--- src/rtl/sfixed_pkg.sv ---
// rtl/sfixed_pkg.sv - shared FSM state, iteration count and output range helpers
package sfixed_pkg;

  typedef enum logic [1:0] {
    S_IDLE = 2'd0,
    S_CALC = 2'd1,
    S_FIX  = 2'd2,
    S_DONE = 2'd3
  } state_t;

  // One quotient bit per dividend bit after alignment: A_SIZE + shift.
  function automatic int calc_iter(input int a_left, input int a_right,
                                   input int b_right, input int out_right);
    return (a_left + a_right + 1) + (out_right + b_right - a_right);
  endfunction

  function automatic int out_max(input int out_left, input int out_right);
    return (1 << (out_left + out_right)) - 1;
  endfunction

  function automatic int out_min(input int out_left, input int out_right);
    return -(1 << (out_left + out_right));
  endfunction

endpackage

--- src/rtl/sfixed_div_core.sv ---
// rtl/sfixed_div_core.sv - one restoring magnitude divider with sign/overflow fix-up
// Overflow and divide-by-zero saturate when SFIXED_DIV_SATURATE_EN is defined, else wrap / zero.
module sfixed_div_core
  import sfixed_pkg::*;
#(
  parameter int AW        = 8,
  parameter int BW        = 8,
  parameter int OW        = 16,
  parameter int SH        = 8,
  parameter int ITER      = 16,
  parameter int OUT_LEFT  = 7,
  parameter int OUT_RIGHT = 8
) (
  input  logic          clk,
  input  logic          rst_n,
  input  logic          load,
  input  logic          init,
  input  logic          step,
  input  logic          fix,
  input  logic [AW-1:0] a,
  input  logic [BW-1:0] b,
  output logic [OW-1:0] q,
  output logic          div0
);

  localparam int WW = ((ITER > OW) ? ITER : OW) + 2;

  logic [AW-1:0]          a_r;
  logic [BW-1:0]          b_r;
  logic [AW-1:0]          a_mag;
  logic [BW-1:0]          b_mag;
  logic [BW-1:0]          bm;
  logic [BW-1:0]          rem;
  logic [ITER-1:0]        dq;
  logic [BW:0]            rem_sh;
  logic                   take;
  logic                   neg;
  logic                   b_zero;
  logic signed [WW-1:0]   q_w;
  logic [OW-1:0]          q_nxt;

`ifdef SFIXED_DIV_SATURATE_EN
  localparam logic signed [WW-1:0] MAX_W = signed'(WW'(out_max(OUT_LEFT, OUT_RIGHT)));
  localparam logic signed [WW-1:0] MIN_W = signed'(WW'(out_min(OUT_LEFT, OUT_RIGHT)));
  localparam logic [OW-1:0]        MAX_O = {1'b0, {(OW-1){1'b1}}};
  localparam logic [OW-1:0]        MIN_O = {1'b1, {(OW-1){1'b0}}};
  logic                 a_neg;
  logic signed [WW-1:0] res_w;
`endif

  always_comb begin
    a_mag  = a_r[AW-1] ? -a_r : a_r;
    b_mag  = b_r[BW-1] ? -b_r : b_r;
    // Remainder stays below |b|, so one extra bit covers the shifted trial value.
    rem_sh = {rem, dq[ITER-1]};
    take   = (rem_sh >= {1'b0, bm});
    q_w    = signed'(WW'(dq));
`ifdef SFIXED_DIV_SATURATE_EN
    res_w  = neg ? -q_w : q_w;
    if (b_zero)            q_nxt = a_neg ? MIN_O : MAX_O;
    else if (res_w > MAX_W) q_nxt = MAX_O;
    else if (res_w < MIN_W) q_nxt = MIN_O;
    else                    q_nxt = res_w[OW-1:0];
`else
    q_nxt  = b_zero ? '0 : OW'(neg ? -q_w : q_w);
`endif
  end

  always_ff @(posedge clk or negedge rst_n) begin
    if (!rst_n) begin
      a_r    <= '0;
      b_r    <= '0;
      bm     <= '0;
      rem    <= '0;
      dq     <= '0;
      neg    <= 1'b0;
      b_zero <= 1'b0;
      q      <= '0;
      div0   <= 1'b0;
`ifdef SFIXED_DIV_SATURATE_EN
      a_neg  <= 1'b0;
`endif
    end else begin
      if (load) begin
        a_r <= a;
        b_r <= b;
      end
      if (init) begin
        bm     <= b_mag;
        rem    <= '0;
        dq     <= ITER'(a_mag) << SH;
        neg    <= a_r[AW-1] ^ b_r[BW-1];
        b_zero <= (b_r == '0);
`ifdef SFIXED_DIV_SATURATE_EN
        a_neg  <= a_r[AW-1];
`endif
      end else if (step) begin
        rem <= take ? BW'(rem_sh - {1'b0, bm}) : rem_sh[BW-1:0];
        dq  <= {dq[ITER-2:0], take};
      end
      if (fix) begin
        q    <= q_nxt;
        div0 <= b_zero;
      end
    end
  end

endmodule

--- src/rtl/sfixed_div_independent_seq.sv ---
// rtl/sfixed_div_independent_seq.sv - three independent signed fixed-point dividers under one FSM
// Overflow/div0 handling selected by SFIXED_DIV_SATURATE_EN (see sfixed_div_core).
module sfixed_div_independent_seq
  import sfixed_pkg::*;
#(
  parameter int A_LEFT    = 3,
  parameter int A_RIGHT   = 4,
  parameter int B_LEFT    = 3,
  parameter int B_RIGHT   = 4,
  parameter int OUT_LEFT  = 7,
  parameter int OUT_RIGHT = 8
) (
  input  logic                            clk,
  input  logic                            rst_n,
  input  logic                            in_valid,
  output logic                            in_ready,
  input  logic [A_LEFT+A_RIGHT:0]         a_x,
  input  logic [A_LEFT+A_RIGHT:0]         a_y,
  input  logic [A_LEFT+A_RIGHT:0]         a_z,
  input  logic [B_LEFT+B_RIGHT:0]         b_x,
  input  logic [B_LEFT+B_RIGHT:0]         b_y,
  input  logic [B_LEFT+B_RIGHT:0]         b_z,
  output logic                            out_valid,
  input  logic                            out_ready,
  output logic [OUT_LEFT+OUT_RIGHT:0]     out_x,
  output logic [OUT_LEFT+OUT_RIGHT:0]     out_y,
  output logic [OUT_LEFT+OUT_RIGHT:0]     out_z,
  output logic [2:0]                      div0
);

  localparam int AW   = A_LEFT + A_RIGHT + 1;
  localparam int BW   = B_LEFT + B_RIGHT + 1;
  localparam int OW   = OUT_LEFT + OUT_RIGHT + 1;
  localparam int SH   = OUT_RIGHT + B_RIGHT - A_RIGHT;
  localparam int ITER = calc_iter(A_LEFT, A_RIGHT, B_RIGHT, OUT_RIGHT);
  localparam int CW   = $clog2(ITER + 1);

  if ((OUT_RIGHT + B_RIGHT < A_RIGHT) || (AW > 9) || (BW > 9)) begin : g_param_check
    $error("sfixed_div_independent_seq: unsupported operand/fraction parameters");
  end

  state_t        state, state_nxt;
  logic [CW-1:0] cnt;
  logic          accept, init, step, fix;

  always_ff @(posedge clk or negedge rst_n) begin
    if (!rst_n) begin
      state <= S_IDLE;
      cnt   <= '0;
    end else begin
      state <= state_nxt;
      cnt   <= (state == S_CALC && state_nxt == S_CALC) ? cnt + 1'b1 : '0;
    end
  end

  // CALC spends its first cycle loading magnitudes, then ITER divide steps.
  always_comb begin
    state_nxt = state;
    case (state)
      S_IDLE: if (in_valid)               state_nxt = S_CALC;
      S_CALC: if (cnt == CW'(ITER))       state_nxt = S_FIX;
      S_FIX:                              state_nxt = S_DONE;
      S_DONE: if (out_ready)              state_nxt = S_IDLE;
      default:                            state_nxt = S_IDLE;
    endcase
  end

  always_comb begin
    in_ready  = (state == S_IDLE);
    out_valid = (state == S_DONE);
    accept    = in_valid && in_ready;
    init      = (state == S_CALC) && (cnt == '0);
    step      = (state == S_CALC) && (cnt != '0);
    fix       = (state == S_FIX);
  end

  sfixed_div_core #(
    .AW(AW), .BW(BW), .OW(OW), .SH(SH), .ITER(ITER),
    .OUT_LEFT(OUT_LEFT), .OUT_RIGHT(OUT_RIGHT)
  ) u_core_x (
    .clk(clk), .rst_n(rst_n), .load(accept), .init(init), .step(step), .fix(fix),
    .a(a_x), .b(b_x), .q(out_x), .div0(div0[0])
  );

  sfixed_div_core #(
    .AW(AW), .BW(BW), .OW(OW), .SH(SH), .ITER(ITER),
    .OUT_LEFT(OUT_LEFT), .OUT_RIGHT(OUT_RIGHT)
  ) u_core_y (
    .clk(clk), .rst_n(rst_n), .load(accept), .init(init), .step(step), .fix(fix),
    .a(a_y), .b(b_y), .q(out_y), .div0(div0[1])
  );

  sfixed_div_core #(
    .AW(AW), .BW(BW), .OW(OW), .SH(SH), .ITER(ITER),
    .OUT_LEFT(OUT_LEFT), .OUT_RIGHT(OUT_RIGHT)
  ) u_core_z (
    .clk(clk), .rst_n(rst_n), .load(accept), .init(init), .step(step), .fix(fix),
    .a(a_z), .b(b_z), .q(out_z), .div0(div0[2])
  );

endmodule

--- config.mk ---
export PLATFORM = sky130hd
export DESIGN_NAME = sfixed_div_independent_seq
export DESIGN_NICKNAME = d
export VERILOG_FILES = /design/src/rtl/sfixed_pkg.sv /design/src/rtl/sfixed_div_core.sv /design/src/rtl/sfixed_div_independent_seq.sv
export SDC_FILE = /design/constraint.sdc
export NUM_CORES = 1
export LEC_CHECK = 0
export BUFFER_PORTS_ARGS = -buffer_cell sky130_fd_sc_hd__buf_2
export CAP_MARGIN = 20
export CORE_AREA = 2 2 172 174
export CTS_CLUSTER_DIAMETER = 120
export DETAILED_ROUTE_END_ITERATION = 16
export DIE_AREA = 0 0 174 176
export PLACE_DENSITY_LB_ADDON = 0.15
export SLEW_MARGIN = 10
export SYNTH_ARGS = -nofsm -noshare
export SYNTH_HDL_FRONTEND = slang
export SYNTH_SLANG_ARGS = --single-unit
--- constraint.sdc ---
create_clock -name clk -period 3.7 [get_ports clk]
set_clock_uncertainty 0.15 [all_clocks]
set_input_delay 0.925 -clock clk [delete_from_list [all_inputs] [get_ports clk]]
set_output_delay 0.925 -clock clk [all_outputs]
set_load 0.05 [all_outputs]
[After elaboration in Yosys (flattened, before gate mapping)]
Cells that the tools add are included.
Word-level totals
  output and inout port bits: 53
  input port bits: 52
  register bits after elaboration: 208
Cells by class
  magnitude comparators: 3
  muxes and demuxes: 32
  bitwise logic cells: 3
  reduce and logical (&&, ||, !) cells: 11
  eq/ne operators: 5
  $add $sub $neg: 13
Operators by type and width (number)
  $mux 16: 12
  $mux 8: 15
  $neg 16->16: 3
  $neg 8->8: 6
  $ge 9x8->1: 3
  $logic_not 8->1: 3
  $sub 8x8->8: 3
  $pmux 2 s4: 1
  $mux 2: 3
  $add 5x1->5 const B: 1
  $eq 5x5->1 const B: 1
  $logic_not 5->1: 1
  $mux 5: 1
  $reduce_bool 5->1: 1
  $eq 2x1->1 const B: 2
  $eq 2x2->1 const B: 2
  $logic_and 1x1->1: 4
  $xor 1x1->1: 3
  $logic_not 2->1: 1
  $reduce_bool 2->1: 1

[Depth between registers and ports, before layout]
  word-level depth: 6
  mapped depth: 10
  mapped depth without buffers: 8

[Hierarchy]
A second synthesis with hierarchy kept.
Unflattened totals
  cells, all modules: 1128
  area, all modules: 11508.5 sq um
Modules (own cells, without submodules)
  sfixed_div_core: cells each 363, instances 3, area each 3707.3 sq um
  sfixed_div_independent_seq: cells each 39, instances 1, area each 386.6 sq um

[Least setup slack after synthesis]
OpenSTA, ideal clock, no wires.
  kind: register -> register
  from: register state[1]
  to: register u_core_y.a_r[7]
  setup slack: 1219 ps
  setup time: 125 ps
  path buffers: 2
  cell stages (with the launch flop): 6
  arrival: 2206 ps
  clock period less this slack: 2481 ps
  cells stage by stage: dfrtp_1 nor2_1 and2_1 clkbuf_1 clkbuf_1 mux2_2
On the way
  word-level cells in the longest chain between the ends: 2
RTL lines
  start, declared: line sfixed_div_independent_seq.sv:42  | state_t state, state_nxt;
  start signal, assigned: line sfixed_div_independent_seq.sv:51  | state <= state_nxt;
  $logic_not 2->1: line sfixed_div_independent_seq.sv:69  | in_ready = (state == S_IDLE);
  named net in_ready: line sfixed_div_independent_seq.sv:16  | output logic in_ready,
  $logic_and 1x1->1: line sfixed_div_independent_seq.sv:71  | accept = in_valid && in_ready;
  end signal, assigned: line sfixed_div_core.sv:71  | a_r <= '0;
  end signal, assigned: line sfixed_div_core.sv:85  | a_r <= a;
  end, declared: line sfixed_div_core.sv:28  | logic [AW-1:0] a_r;
The timed path passes the listed nets, and every way through them passes these cells.
A chain may end at the register's enable or synchronous reset.

[Worst setup path after layout]
  from: register cnt[0]
  to: register u_core_y.rem[0]
On the way
  word-level cells in the longest chain between the ends: 3
  elaborated cells on any way between the ends: 6
RTL lines
  start, declared: line sfixed_div_independent_seq.sv:43  | logic [CW-1:0] cnt;
  start signal, assigned: line sfixed_div_independent_seq.sv:52  | cnt <= (state == S_CALC && state_nxt == S_CALC) ? cnt + 1'b1 : '0;
  $logic_not 5->1 / $reduce_bool 5->1 (equally long branches): line sfixed_div_independent_seq.sv:72, sfixed_div_independent_seq.sv:73
  $logic_and 1x1->1, on equally long branches: line sfixed_div_independent_seq.sv:72, sfixed_div_independent_seq.sv:73
  $mux 8 / $reduce_bool 2->1 (equally long branches)
  end signal, assigned: line sfixed_div_core.sv:98  | rem <= take ? BW'(rem_sh - {1'b0, bm}) : rem_sh[BW-1:0];
  end, declared: line sfixed_div_core.sv:33  | logic [BW-1:0] rem;
Parallel ways exist; a longest one is shown, timed or not.

==> out/results.ini <==
[global_routing]
antenna_found_initial = 0
grt_pass1_vias = 8224
grt_max_degree = 79
grt_pass1_wl_um = 44700
track_usage_pct = 17.8
overflow = 0

[sta]
finalCriticalPeriod_ns = 2.82
fin_crit_sh_pct = 76.2
finalSetupTns_ns = 0
grt_setup_unrepaired = no
setup_violations = 0
worst_pin_slew_ns = 0.896
finalMaxSlewViolations = 0
hold_viol = 0
slew_headroom_pct = 40.1
fmax_mhz = 355

[synth]
netlist_top_cells_area = dfrtp_1, nand2_1, o21ai_0
synth_compound_area_share_pct = 17.7
syn_inst = 1143
yosysWarningCount = 0
synth_top_family_by_area = compound AO/OA/AOI/OAI gates
ys_ff_latch = 208
synth_fa_ha_area_share_pct = 4.49
syn_avg_cell_area_um2 = 9.69
ys_types = 59
postSynth.asyncResetShare_pct = 100
syn_nets = 1233
yosysSeqAreaShare_pct = 47.0
synth_edf_count = 0
synth-main-ff-cell = dfrtp_1
synth_mux_area_share_pct = 4.88
synth_top_area_share_pct = 47.0
synth_area_leader_cell = dfrtp_1
synthMostInstantiatedCell = dfrtp_1
synthesis.area_um2 = 11100
synth_common_cells = dfrtp_1, nand2_1, o21ai_0
synth-xor-area-share_pct = 7.11
yosys.area_share.simple_pct = 14.5

[placement]
place.gp.congestion = 0.814
hpwl_um = 18800
post_dp_cell_area_um2 = 12000
place_inst = 1582
io_buffers = 104

[finish]
fin_util_pct = 45.3
final_area_um2 = 12900
areaGrowthSynthToFinish_pct = 16.8
n_fill_cell = 2812
instances_no_fill = 1628
drive_gt1_share_pct = 18.2
nets = 1316
n_antenna_cell = 0

[clock_network]
cts_tree = done
clkSinkCount = 208
cts_max_level = 1
insertion_delay_ns = 0.54
clock-root-buffer = clkbuf_16
cts_setup_buffers = 0
cts_resized = 0
cts_made_buffers = 26
clk_path_buf_depth = 3
ctsHoldBuffers = 0
clk_pin_slew_worst_paths_ns = 0.06

[job]
max-cap-violations = 0

[detailed_routing]
dr.first_iter.drc_count = 600
firstDrtPassIters = 5
totalWireLength_um = 26900
ant_nets = 0
num_vias = 8478
wire_per_inst_um = 16.5
drc = 0
via_per_inst = 5.21

[worst_setup_path]
critPathKind = flip-flop to flip-flop
r2r_end = u_core_y.rem[0]
cp-startpoint = cnt[0]
rr_worst_depth = 8
required_ns = 3.97
worst-r2r-setup-slack_ns = 0.88
startpoint_type = flip-flop
cp_data_arrival_time_ns = 3.09
critPathMaxFanout = 30
cp-end-kind = flip-flop
r2r_start = cnt[0]

[power_and_ir_drop]
powerDensity_nw_per_um2 = 1100
irDropWorstVdd_v = 0.000396
leakage_nw = 5.87

[die]
core_um2 = 28500
pin_count = 105
start_util_pct = 38.8
die_h_um = 176
dieArea_um2 = 30600
die_x_um = 174
placementRows = 62

[min_path]
hold_path.class = input port to asynchronous set/reset pin

[status]
outcome = finished, final reports clean

==> through the flow <==
| step | worst slack (ns) | total power, mW | hold slack (ns) |
|---|---|---|---|
| global route | 0.771 | 15.4 | 0.306 |
| CTS | 0.878 | 14.3 | 0.293 |
| floorplan | 1.22 | 9.76 | 0.300 |
| detailed placement | 0.872 | 11.7 | 0.313 |
| global placement | 0.915 | 11.5 | 0.308 |
| finish | 0.882 | 14.2 | 0.271 |
==> routing by layer <==
metal / vias to the layer above / track usage [%] / wire, µm
met1: 4062 / 26.4 / 13800
met5: - / 0 / 0
met4: 0 / 4.69 / 601
met3: 41 / 2.24 / 900
li1: 4229 / - / -
met2: 146 / 27.7 / 11600
==> placed cells by master, fill, tap and decap left out, types with 5 or more instances in the layout <==
| master | synthesis | final |
|---|---|---|
| dfrtp_1 | 208 | 208 |
| buf_12 | 0 | 5 |
| nand4_1 | 7 | 7 |
| nand2_1 | 158 | 158 |
| a22oi_1 | 15 | 15 |
| a221o_1 | 7 | 7 |
| a31oi_1 | 9 | 9 |
| clkbuf_16 | 0 | 26 |
| nor2_1 | 49 | 49 |
| nand3_1 | 29 | 29 |
| or3_1 | 13 | 12 |
| o211ai_1 | 10 | 10 |
| inv_1 | 57 | 57 |
| ha_1 | 35 | 35 |
| a22o_1 | 30 | 30 |
| mux2_2 | 40 | 40 |
| xor2_1 | 42 | 42 |
| o22ai_1 | 7 | 7 |
| a21oi_1 | 18 | 18 |
| buf_4 | 3 | 14 |
| nand2b_1 | 25 | 23 |
| nor3_1 | 20 | 19 |
| and3_1 | 6 | 6 |
| o31ai_1 | 47 | 47 |
| buf_2 | 5 | 103 |
| clkbuf_8 | 0 | 8 |
| nor2b_1 | 7 | 6 |
| xnor2_1 | 48 | 48 |
| mux2i_1 | 9 | 9 |
| o21ai_0 | 110 | 110 |
| or4_1 | 5 | 5 |
==> report_power, final <==
| group | internal (mW) | switching [mW] | total (mW) |
|---|---|---|---|
| clock | 1.63 | 0.992 | 2.63 |
| sequential | 3.32 | 1.12 | 4.45 |
| combinational | 2.87 | 4.27 | 7.14 |
==> critical path, cell delays in order, from the launching register on <==
cell and delay, ns:
dfrtp_1 0.41, inv_1 0.07, ha_1 0.13, or3b_4 0.40, or3_2 0.78, buf_4 0.34, nand3_1 0.11, nor3_1 0.05
a221o_1 0.27
==> worst max path at each step <==
stage                            endpoint  slack [ns]
final                     u_core_y.rem[0]        0.88
after floorplan           u_core_y.a_r[7]        1.22
after global routing      u_core_y.rem[0]        0.77
after detailed placement  u_core_y.rem[1]        0.87
after global placement    u_core_y.rem[0]        0.91
after CTS                 u_core_y.rem[0]        0.88
==> final cells by class <==
class / instances / area, µm² / share of cell area [%]
tap: 384 / 480 / 3.71
timing repair buffer: 123 / 734 / 5.68
multi-input combinational: 810 / 5410 / 41.8
sequential: 208 / 5200 / 40.2
inverter: 57 / 214 / 1.65
clock inverter: 9 / 135 / 1.04
clock buffer: 37 / 762 / 5.89
==> sequential cells by signal, summed over array words and instances, names as in the netlist, 16 cells and up <==
signal       count
u_core_y.dq     16
u_core_y.q      16
u_core_z.dq     16
u_core_z.q      16
u_core_x.dq     16
u_core_x.q      16
==> kinds of logic after synthesis <==
logic type | count (synthesis)
AOI/OAI and AO/OA | 291
DFF | 208
buffers and inverters | 125
and+or+nand+nor | 342
muxes | 49
xor gates and xnor gates | 90
adders and majority gates | 38
No activity file was read; power rests on OpenSTA's default activity.
